### src/rtl/lsu_warp.sv
// Warp-wide load/store unit. Active lanes go one at a time, in ascending lane order, onto a single
// data-memory port. A load lane whose address repeats the last returned load reuses that data.
`timescale 1ns/1ps
module lsu_warp #(
    parameter int THREADS    = 4,
    parameter int DATA_WIDTH = 8,
    parameter int ADDR_WIDTH = 8
) (
    input  logic                          clk,
    input  logic                          reset,
    input  logic                          start,
    input  logic                          op_load,
    input  logic                          op_store,
    input  logic [THREADS-1:0]            lane_mask,
    input  logic [THREADS*DATA_WIDTH-1:0] rs1,
    input  logic [THREADS*DATA_WIDTH-1:0] rs2,
    input  logic [DATA_WIDTH-1:0]         imm,
    input  logic                          ack,
    output logic                          mem_read_valid,
    output logic [ADDR_WIDTH-1:0]         mem_read_address,
    input  logic                          mem_read_ready,
    input  logic [DATA_WIDTH-1:0]         mem_read_data,
    output logic                          mem_write_valid,
    output logic [ADDR_WIDTH-1:0]         mem_write_address,
    output logic [DATA_WIDTH-1:0]         mem_write_data,
    input  logic                          mem_write_ready,
    output logic                          busy,
    output logic                          done,
    output logic [THREADS*DATA_WIDTH-1:0] lsu_out
);

    typedef enum logic [1:0] {
        IDLE  = 2'd0,
        ISSUE = 2'd1,
        WAIT  = 2'd2,
        DONE  = 2'd3
    } state_t;

    state_t                        state_r, state_s;
    logic                          is_load_r;
    logic [THREADS-1:0]            pending_r;
    logic [THREADS*DATA_WIDTH-1:0] rs1_r, rs2_r;
    logic [DATA_WIDTH-1:0]         imm_r;
    logic                          last_valid_r;
    logic [ADDR_WIDTH-1:0]         last_addr_r;
    logic [DATA_WIDTH-1:0]         last_data_r;

    logic [THREADS-1:0]            onehot_s;
    logic [THREADS*DATA_WIDTH-1:0] lane_bits_s;
    logic [DATA_WIDTH-1:0]         rs1_sel_s, rs2_sel_s;
    logic [DATA_WIDTH:0]           sum_s;
    logic [ADDR_WIDTH-1:0]         lane_addr_s;
    logic                          ready_s;
    logic                          accept_s, coalesce_s, issue_s, complete_s;

    // Lowest pending lane as a one-hot, and its operands selected by AND-OR muxing
    always_comb begin
        onehot_s    = pending_r & (~pending_r + THREADS'(1));
        lane_bits_s = '0;
        rs1_sel_s   = '0;
        rs2_sel_s   = '0;
        for (int i = 0; i < THREADS; i++) begin
            lane_bits_s[i*DATA_WIDTH +: DATA_WIDTH] = {DATA_WIDTH{onehot_s[i]}};
            rs1_sel_s = rs1_sel_s | (rs1_r[i*DATA_WIDTH +: DATA_WIDTH] & {DATA_WIDTH{onehot_s[i]}});
            rs2_sel_s = rs2_sel_s | (rs2_r[i*DATA_WIDTH +: DATA_WIDTH] & {DATA_WIDTH{onehot_s[i]}});
        end
        sum_s       = {1'b0, rs1_sel_s} + {1'b0, imm_r};
        lane_addr_s = ADDR_WIDTH'(sum_s);
        ready_s     = is_load_r ? mem_read_ready : mem_write_ready;
    end

    // Next-state logic and the one-cycle action strobes that steer the datapath
    always_comb begin
        state_s    = state_r;
        accept_s   = 1'b0;
        coalesce_s = 1'b0;
        issue_s    = 1'b0;
        complete_s = 1'b0;
        case (state_r)
            IDLE: begin
                if (start && (op_load ^ op_store)) begin
                    accept_s = 1'b1;
                    state_s  = ISSUE;
                end else begin
                    state_s = IDLE;
                end
            end
            ISSUE: begin
                if (pending_r == '0) begin
                    state_s = DONE;
                end else if (is_load_r && last_valid_r && (lane_addr_s == last_addr_r)) begin
                    coalesce_s = 1'b1;
                    state_s    = ISSUE;
                end else begin
                    issue_s = 1'b1;
                    state_s = WAIT;
                end
            end
            WAIT: begin
                if (ready_s) begin
                    complete_s = 1'b1;
                    state_s    = ISSUE;
                end else begin
                    state_s = WAIT;
                end
            end
            DONE: begin
                if (ack) begin
                    state_s = IDLE;
                end else begin
                    state_s = DONE;
                end
            end
            default: state_s = IDLE;
        endcase
    end

    // State, operand latches, memory request registers and per-lane results
    always_ff @(posedge clk or posedge reset) begin
        if (reset) begin
            state_r           <= IDLE;
            is_load_r         <= 1'b0;
            pending_r         <= '0;
            rs1_r             <= '0;
            rs2_r             <= '0;
            imm_r             <= '0;
            last_valid_r      <= 1'b0;
            last_addr_r       <= '0;
            last_data_r       <= '0;
            mem_read_valid    <= 1'b0;
            mem_read_address  <= '0;
            mem_write_valid   <= 1'b0;
            mem_write_address <= '0;
            mem_write_data    <= '0;
            busy              <= 1'b0;
            done              <= 1'b0;
            lsu_out           <= '0;
        end else begin
            state_r <= state_s;
            busy    <= (state_s != IDLE);
            done    <= (state_s == DONE);
            if (accept_s) begin
                is_load_r    <= op_load;
                pending_r    <= lane_mask;
                rs1_r        <= rs1;
                rs2_r        <= rs2;
                imm_r        <= imm;
                last_valid_r <= 1'b0;
            end else if (coalesce_s) begin
                lsu_out   <= (lsu_out & ~lane_bits_s) | ({THREADS{last_data_r}} & lane_bits_s);
                pending_r <= pending_r & ~onehot_s;
            end else if (issue_s) begin
                if (is_load_r) begin
                    mem_read_valid   <= 1'b1;
                    mem_read_address <= lane_addr_s;
                end else begin
                    mem_write_valid   <= 1'b1;
                    mem_write_address <= lane_addr_s;
                    mem_write_data    <= rs2_sel_s;
                end
            end else if (complete_s) begin
                mem_read_valid  <= 1'b0;
                mem_write_valid <= 1'b0;
                pending_r       <= pending_r & ~onehot_s;
                if (is_load_r) begin
                    lsu_out      <= (lsu_out & ~lane_bits_s) | ({THREADS{mem_read_data}} & lane_bits_s);
                    last_valid_r <= 1'b1;
                    last_addr_r  <= mem_read_address;
                    last_data_r  <= mem_read_data;
                end
            end
        end
    end

endmodule

### config.mk
export PLATFORM = sky130hd
export DESIGN_NAME = lsu_warp
export DESIGN_NICKNAME = d
export VERILOG_FILES = /design/src/rtl/lsu_warp.sv
export SDC_FILE = /design/constraint.sdc
export NUM_CORES = 1
export LEC_CHECK = 0
export ABC_AREA = 1
export ABC_CLOCK_PERIOD_IN_PS = 4800
export CAP_MARGIN = 20
export CORE_MARGIN = 2
export CORE_UTILIZATION = 48
export CTS_BUF_LIST = sky130_fd_sc_hd__clkbuf_8
export CTS_CLUSTER_SIZE = 12
export DETAILED_ROUTE_END_ITERATION = 6
export GPL_TIMING_DRIVEN = 0
export PLACE_DENSITY = 0.86
export RECOVER_POWER = 25
export SLEW_MARGIN = 20
export SYNTH_ARGS = -nofsm -noshare
export SYNTH_HDL_FRONTEND = slang
export SYNTH_SLANG_ARGS = --single-unit
### constraint.sdc
create_clock -name clk -period 4.8 [get_ports clk]
set_input_delay 0.48 -clock clk [delete_from_list [all_inputs] [get_ports clk]]
set_output_delay 0.48 -clock clk [all_outputs]
set_load 0.005 [all_outputs]
==> results of run 1 <==
per-stage QoR:
step	setup WS (ns)	power, mW	hold slack [ns]
finish	0.512	5.95	0.488
global route	0.232	6.41	0.501
CTS	0.527	5.97	0.423
detailed placement	0.539	4.99	0.465
global placement	-1.89	4.87	0.461
floorplan	0.113	3.94	0.449
cells in the mapped netlist, drive strengths merged:
cell / instances / area, sq um
nand3: 32 / 248
or2: 1 / 6.26
nand4: 28 / 190
nand2: 484 / 1870
o22ai: 2 / 12.5
fa: 1 / 20.0
xor2: 2 / 17.5
a21oi: 12 / 86.3
o31ai: 2 / 15.0
ha: 7 / 87.6
nand3b: 2 / 18.8
nor2: 27 / 220
xnor2: 1 / 8.76
buf: 11 / 78.8
dfrtp: 156 / 3900
inv: 47 / 179
nor3b: 1 / 7.51
nor3: 1 / 5.00
o21ai: 40 / 200
mux2: 11 / 124
clkinv: 2 / 7.51
clkbuf: 19 / 71.3
power by group:
group / internal (mW) / total [mW] / switching, mW
clock network: 0.448 / 0.979 / 0.530
logic: 1.13 / 2.72 / 1.59
registers: 1.89 / 2.25 / 0.359
layout make-up:
cell class | instances | share of cell area
Multi-Input combinational cell | 654 | 0.329
Tap cell | 188 | 0.0246
Clock inverter | 13 | 0.0139
Timing Repair Buffer | 152 | 0.161
Clock buffer | 19 | 0.0274
Inverter | 49 | 0.0196
Sequential cell | 156 | 0.409
Buffer | 30 | 0.0157
critical path: cells and delay by family (launching register included):
family	cells	cell delay [ns]
buf+inv	4	0.75
fa+ha+maj	2	0.69
simple gates	15	2.14
flops	1	0.38
compound gates	2	0.19
per-layer routing:
| metal | track usage | vias up | wire (um) |
|---|---|---|---|
| met2 | 0.383 | 234 | 8750 |
| met3 | 0.0513 | 33 | 1080 |
| met4 | 0.0873 | 0 | 403 |
| met5 | 0 | - | 0 |
| met1 | 0.327 | 2994 | 8310 |
| li1 | - | 3147 | - |
final timing paths:
kind | from | to | slack, ns | depth (start not counted)
setup / recovery | pending_r[0]$_DFFE_PP0P_ | flip-flop | 0.51 | 23
hold / removal | rs1_r[29]$_DFFE_PP0P_ | rs1_r[29]$_DFFE_PP0P_ | 0.49 | 2
setup reg to reg | pending_r[0]$_DFFE_PP0P_ | flip-flop | 0.51 | 23
hold reg to reg | rs1_r[29]$_DFFE_PP0P_ | rs1_r[29]$_DFFE_PP0P_ | 0.49 | 2
max in group asynchronous | reset | async pin | 2.27 | 3
min in group asynchronous | reset | rs2_r[27]$_DFFE_PP0P_ | 1.24 | 2
logic make-up (layout without fill, tap and decap cells):
group,Yosys count,in the layout,share of synthesized area
xor+xnor,3,3,0.00356
flops,156,156,0.529
compound gates,56,56,0.0425
mux,11,11,0.0168
buf+inv,79,263,0.0456
fa+ha+maj,8,8,0.0146
simple gates,576,576,0.348
==> metrics.txt, run 1 <==
endpoint kind of the worst setup timing path flip-flop; number of standard-cell rows in the floorplan 45; unrepaired setup endpoints after global routing false; critical path cell sequence buf_6 -> nor2_8 -> nand2_2 -> nor2_1 -> clkbuf_1 -> nand2_1 -> nand4_1 -> ha_1 -> fa_1 -> inv_1 -> o22ai_1 -> nor2_1 -> nand2_1 -> a21oi_1 -> nand2_1 -> inv_1 -> nand2_1 -> nor2_8 -> nand3_4 -> nand2_1 -> nand2_1 -> nand2_1 -> nand2_1; Worst Max-Slew Pin Slew ~2.8 ns; Worst Setup Path Type flip-flop to flip-flop; post-CTS repair timing setup buffer count 0; Final Net Count 1160; wire length per cell approximately 15 um; remaining routing DRC violations 0; area of the multi-input gates around 0.0031 sq mm; number of cells upsized or downsized after cts 0; Leak Pwr roughly 4.8 nW; Setup TNS 0 ns; Data required, critical path approximately 5.2 ns; ratio of routed vias to standard cells 5.08; DRT iter0 DRCs 389; mapped cell area about 0.0074 sq mm; headroom to the max-slew limit -0.880; overall die height 128 um; count of buffers inserted at the top-level ports around 150; instance count after placement with tap cells included around 1200; cell seen most often among critical-path stages nand2_1; Post-DP Area roughly 0.0092 sq mm; total iterations of the first detailed-routing run 7; TritonCTS clock tree done; stage delay of the slowest cell on the critical path 0.52 ns; number of nets still failing antenna checks after routing 0; largest net degree at the start of global routing 95; hold violation total from the final report 0; failing checks max-capacitance violations, max-slew violations; Tightest Hold Check Type flip-flop to flip-flop; number of unique standard cell types used by synthesis 39; total of max-cap violations 1; H-Tree Level Count 4; Ports ~150; layout overhead on the synthesized area 29.4%; wire length of the first global-routing pass 30600 um; fraction of the yosys area taken by sequential cells 0.529; CP max stage cell nor2_1; Cell Count, Final, Fillers Out around 1300; total clock buffers created by CTS 17; vias after detailed routing between 6000 and 7000; initial cell density of the core 0.489; number of register bits inferred by synthesis 156; post-detailed-placement half-perimeter wirelength 14100 um; status finished, violations left; fmax 233 MHz; count of inserted antenna diode cells 0; Worst-path clk slew around 0.090 ns; total global routing track utilization 0.240; area of all placed cells without fillers 0.00955 sq mm; critical path launch point type flip-flop; antenna violations before repair 0; Clk Tree Root Cell clkbuf_8; Ys Warns 0; count of hold-fix buffers inserted at cts 0; commonest non-fill, non-tap cells in the layout nand2_1, dfrtp_1, clkdlybuf4s50_1; TritonCTS Sinks around 160; commonest non-fill, non-tap cell in the layout nand2_1; global-route congestion overflow total 0; placeable core region around 0.015 sq mm; proportion of layout cells with a drive suffix above 1 0.0801; gpl congestion between 0.8 and 0.9; number of global-route vias before repair between 6000 and 7000; Layout Skew 0.00857 ns; clk_lat worst skew about 0.48 ns; total wirelength of the detailed-routed design 18600 um; top fanout value on the critical path 10; worst vdd ir around 0.00026 V; synthesized netlist net count 989; CP Data Arrival Time about 4.7 ns; number of instances in the synthesized netlist between 800 and 900; Util after Layout 0.633; post-route minimum period between 4 and 5 ns; flip-flop and latch area 0.00390 sq mm; Die Outline Area roughly 0.016 sq mm; mean cell area of the mapped netlist around 8.3 sq um; Final period util 0.893; Slew Viols, Final 63; Die W around 130 um; Clock Tree Buf Depth 2; power per unit of standard cell area just over 600 mW/mm^2; final-report setup violation count 0; number of filler instances in the final layout 1262
Note: power is estimated with default switching activity, not from simulation.
==> run 2, diff against run 1 <==
--- a/config.mk
+++ b/config.mk
@@ -8,12 +8,12 @@
 export ABC_AREA = 1
 export ABC_CLOCK_PERIOD_IN_PS = 4800
 export CAP_MARGIN = 20
-export CORE_MARGIN = 2
 export CORE_UTILIZATION = 48
 export CTS_BUF_LIST = sky130_fd_sc_hd__clkbuf_8
 export CTS_CLUSTER_SIZE = 12
 export DETAILED_ROUTE_END_ITERATION = 6
 export GPL_TIMING_DRIVEN = 0
+export HOLD_SLACK_MARGIN = 0.12
 export PLACE_DENSITY = 0.86
 export RECOVER_POWER = 25
 export SLEW_MARGIN = 20
==> metrics.txt, run 2 (same netlist as run 1, synthesis figures left out) <==
status finished, violations left (unchanged); failing checks max-capacitance violations, max-slew violations (unchanged); Ports 152 (unchanged); post-CTS repair timing setup buffer count 0 (unchanged); total wirelength of the detailed-routed design 18500 um (was 18600 um); number of nets still failing antenna checks after routing 0 (unchanged); gpl congestion 0.854 (was 0.882); unrepaired setup endpoints after global routing false (unchanged); number of filler instances in the final layout 1224 (was 1262); Reg2Reg Depth 23 (unchanged); clk_lat worst skew 0.48 ns (about the same); area of the multi-input gates 0.00314 sq mm (unchanged); Leak Pwr 4.81 nW (about the same); total iterations of the first detailed-routing run 5 (was 7); Tightest Hold Check Type flip-flop to flip-flop (unchanged); vias after detailed routing 6469 (was 6408); Clock Tree Buf Depth 2 (unchanged); flip-flop and latch area 0.00390 sq mm (unchanged); endpoint kind of the worst setup timing path flip-flop (unchanged); Die Outline Area 0.0159 sq mm (was 0.0164 sq mm); Routed met2 length 8780 um (was 8750 um); met3 routed wirelength 1290 um (was 1080 um); commonest non-fill, non-tap cell in the layout nand2_1 (unchanged); reg2reg setup slack 0.50 ns (was 0.51 ns); Final period util 0.895 (was 0.893); Worst Setup Path Type flip-flop to flip-flop (unchanged); overall die height 126 um (was 128 um); Post-DP Area 0.00916 sq mm (about the same); antenna violations before repair 0 (unchanged); Die W 126 um (was 128 um); worst hold stages 2 (unchanged); Worst-path clk slew 0.09 ns (about the same); TritonCTS clock tree done (unchanged); worst setup slack after placement 0.519 ns (was 0.539 ns); placeable core region 0.0148 sq mm (was 0.0151 sq mm); area of all placed cells without fillers 0.00953 sq mm (was 0.00955 sq mm); count of buffers inserted at the top-level ports 151 (unchanged); min setup slack post-route 0.502 ns (was 0.512 ns); total clock buffers created by CTS 17 (unchanged); Data required, critical path 5.17 ns (about the same); Slew Viols, Final 72 (was 63); ratio of routed vias to standard cells 5.15 (was 5.08); worst vdd ir 0.000284 V (was 0.000255 V); wire length of the first global-routing pass 31200 um (was 30600 um); Worst Max-Slew Pin Slew 3.14 ns (was 2.81 ns); Final Net Count 1160 (unchanged); critical path launch point type flip-flop (unchanged); number of standard-cell rows in the floorplan 44 (was 45); commonest non-fill, non-tap cells in the layout nand2_1, dfrtp_1, clkdlybuf4s50_1 (unchanged); remaining routing DRC violations 0 (unchanged); TritonCTS Sinks 156 (unchanged); DRT iter0 DRCs 448 (was 389); final-report setup violation count 0 (unchanged); Setup TNS 0 ns (unchanged); Layout Skew 0.0155 ns (was 0.00857 ns); hold violation total from the final report 0 (unchanged); post-route minimum period 4.30 ns (was 4.29 ns); fmax 233 MHz (about the same); largest net degree at the start of global routing 86 (was 95); Clk Tree Root Cell clkbuf_8 (unchanged); highest routing layer actually used met4 (unchanged); number of cells upsized or downsized after cts 0 (unchanged); count of hold-fix buffers inserted at cts 0 (unchanged); count of inserted antenna diode cells 0 (unchanged); total of max-cap violations 1 (unchanged); Critical R2R Launch pending_r[0]$_DFFE_PP0P_ (unchanged); post-detailed-placement half-perimeter wirelength 13900 um (was 14100 um); Util after Layout 0.646 (was 0.633); total global routing track utilization 0.253 (was 0.240); CP Data Arrival Time 4.67 ns (was 4.66 ns); proportion of layout cells with a drive suffix above 1 0.0801 (unchanged); layout overhead on the synthesized area 29.1% (was 29.4%); global-route congestion overflow total 0 (unchanged); H-Tree Level Count 4 (unchanged); wire length per cell 14.7 um (about the same); top fanout value on the critical path 10 (unchanged); headroom to the max-slew limit -1.10 (was -0.880); power per unit of standard cell area 624 mW/mm^2 (was 623 mW/mm^2); met1 layer wirelength in the final routing 8190 um (was 8310 um); initial cell density of the core 0.500 (was 0.489); number of global-route vias before repair 6332 (was 6151)
-- run 2: final cells by class --
cell class / instances / area share
Multi-Input combinational cell: 654 / 0.330
Clock inverter: 14 / 0.0139
Buffer: 30 / 0.0158
Timing Repair Buffer: 152 / 0.161
Clock buffer: 18 / 0.0260
Sequential cell: 156 / 0.410
Tap cell: 184 / 0.0242
Inverter: 49 / 0.0197
-- run 2: worst max path at each step --
stage / start / endpoint / cells past startpoint / slack [ns]
final: pending_r[0]$_DFFE_PP0P_ / flip-flop / 23 / 0.50
after global routing: pending_r[0]$_DFFE_PP0P_ / flip-flop / 23 / 0.18
after CTS: pending_r[0]$_DFFE_PP0P_ / flip-flop / 23 / 0.50
after detailed placement: pending_r[0]$_DFFE_PP0P_ / flip-flop / 23 / 0.52
after global placement: reset / async pin / 2 / -1.88
after floorplan: reset / async pin / 1 / 0.11
-- run 2: stage by stage --
stage | hold WS (ns) | std cells | total power [mW]
after floorplan | 0.449 | 889 | 3.94
after global placement | 0.461 | 1224 | 4.86
after detailed placement | 0.465 | 1225 | 4.99
after CTS | 0.458 | 1257 | 5.96
after global routing | 0.508 | 1257 | 6.41
final | 0.486 | 1257 | 5.95
-- run 2: per-layer routing --
| metal | vias to the layer above | global-route usage |
|---|---|---|
| met3 | 21 | 0.0599 |
| met2 | 245 | 0.405 |
| met1 | 3065 | 0.339 |
| met4 | 0 | 0.0822 |
| li1 | 3138 | - |
| met5 | - | 0 |
-- run 2: worst max-delay path, stage by stage (launching register included) --
cell,delay (ns)
dfrtp_1,0.39
buf_6,0.17
nor2_8,0.15
nand2_2,0.08
nor2_1,0.55
clkbuf_1,0.42
nand2_1,0.09
nand4_1,0.11
ha_1,0.21
fa_1,0.48
inv_1,0.12
o22ai_1,0.07
nor2_1,0.11
nand2_1,0.06
a21oi_1,0.11
nand2_1,0.11
inv_1,0.07
nand2_1,0.11
nor2_8,0.22
nand3_4,0.17
nand2_1,0.10
nand2_1,0.12
nand2_1,0.10
nand2_1,0.05
-- run 2: power by group --
part | internal, mW | switching (mW) | leakage [nW] | total, mW
clock network | 0.433 | 0.535 | 0.188 | 0.968
logic | 1.13 | 1.59 | 2.64 | 2.72
registers | 1.89 | 0.367 | 1.99 | 2.26
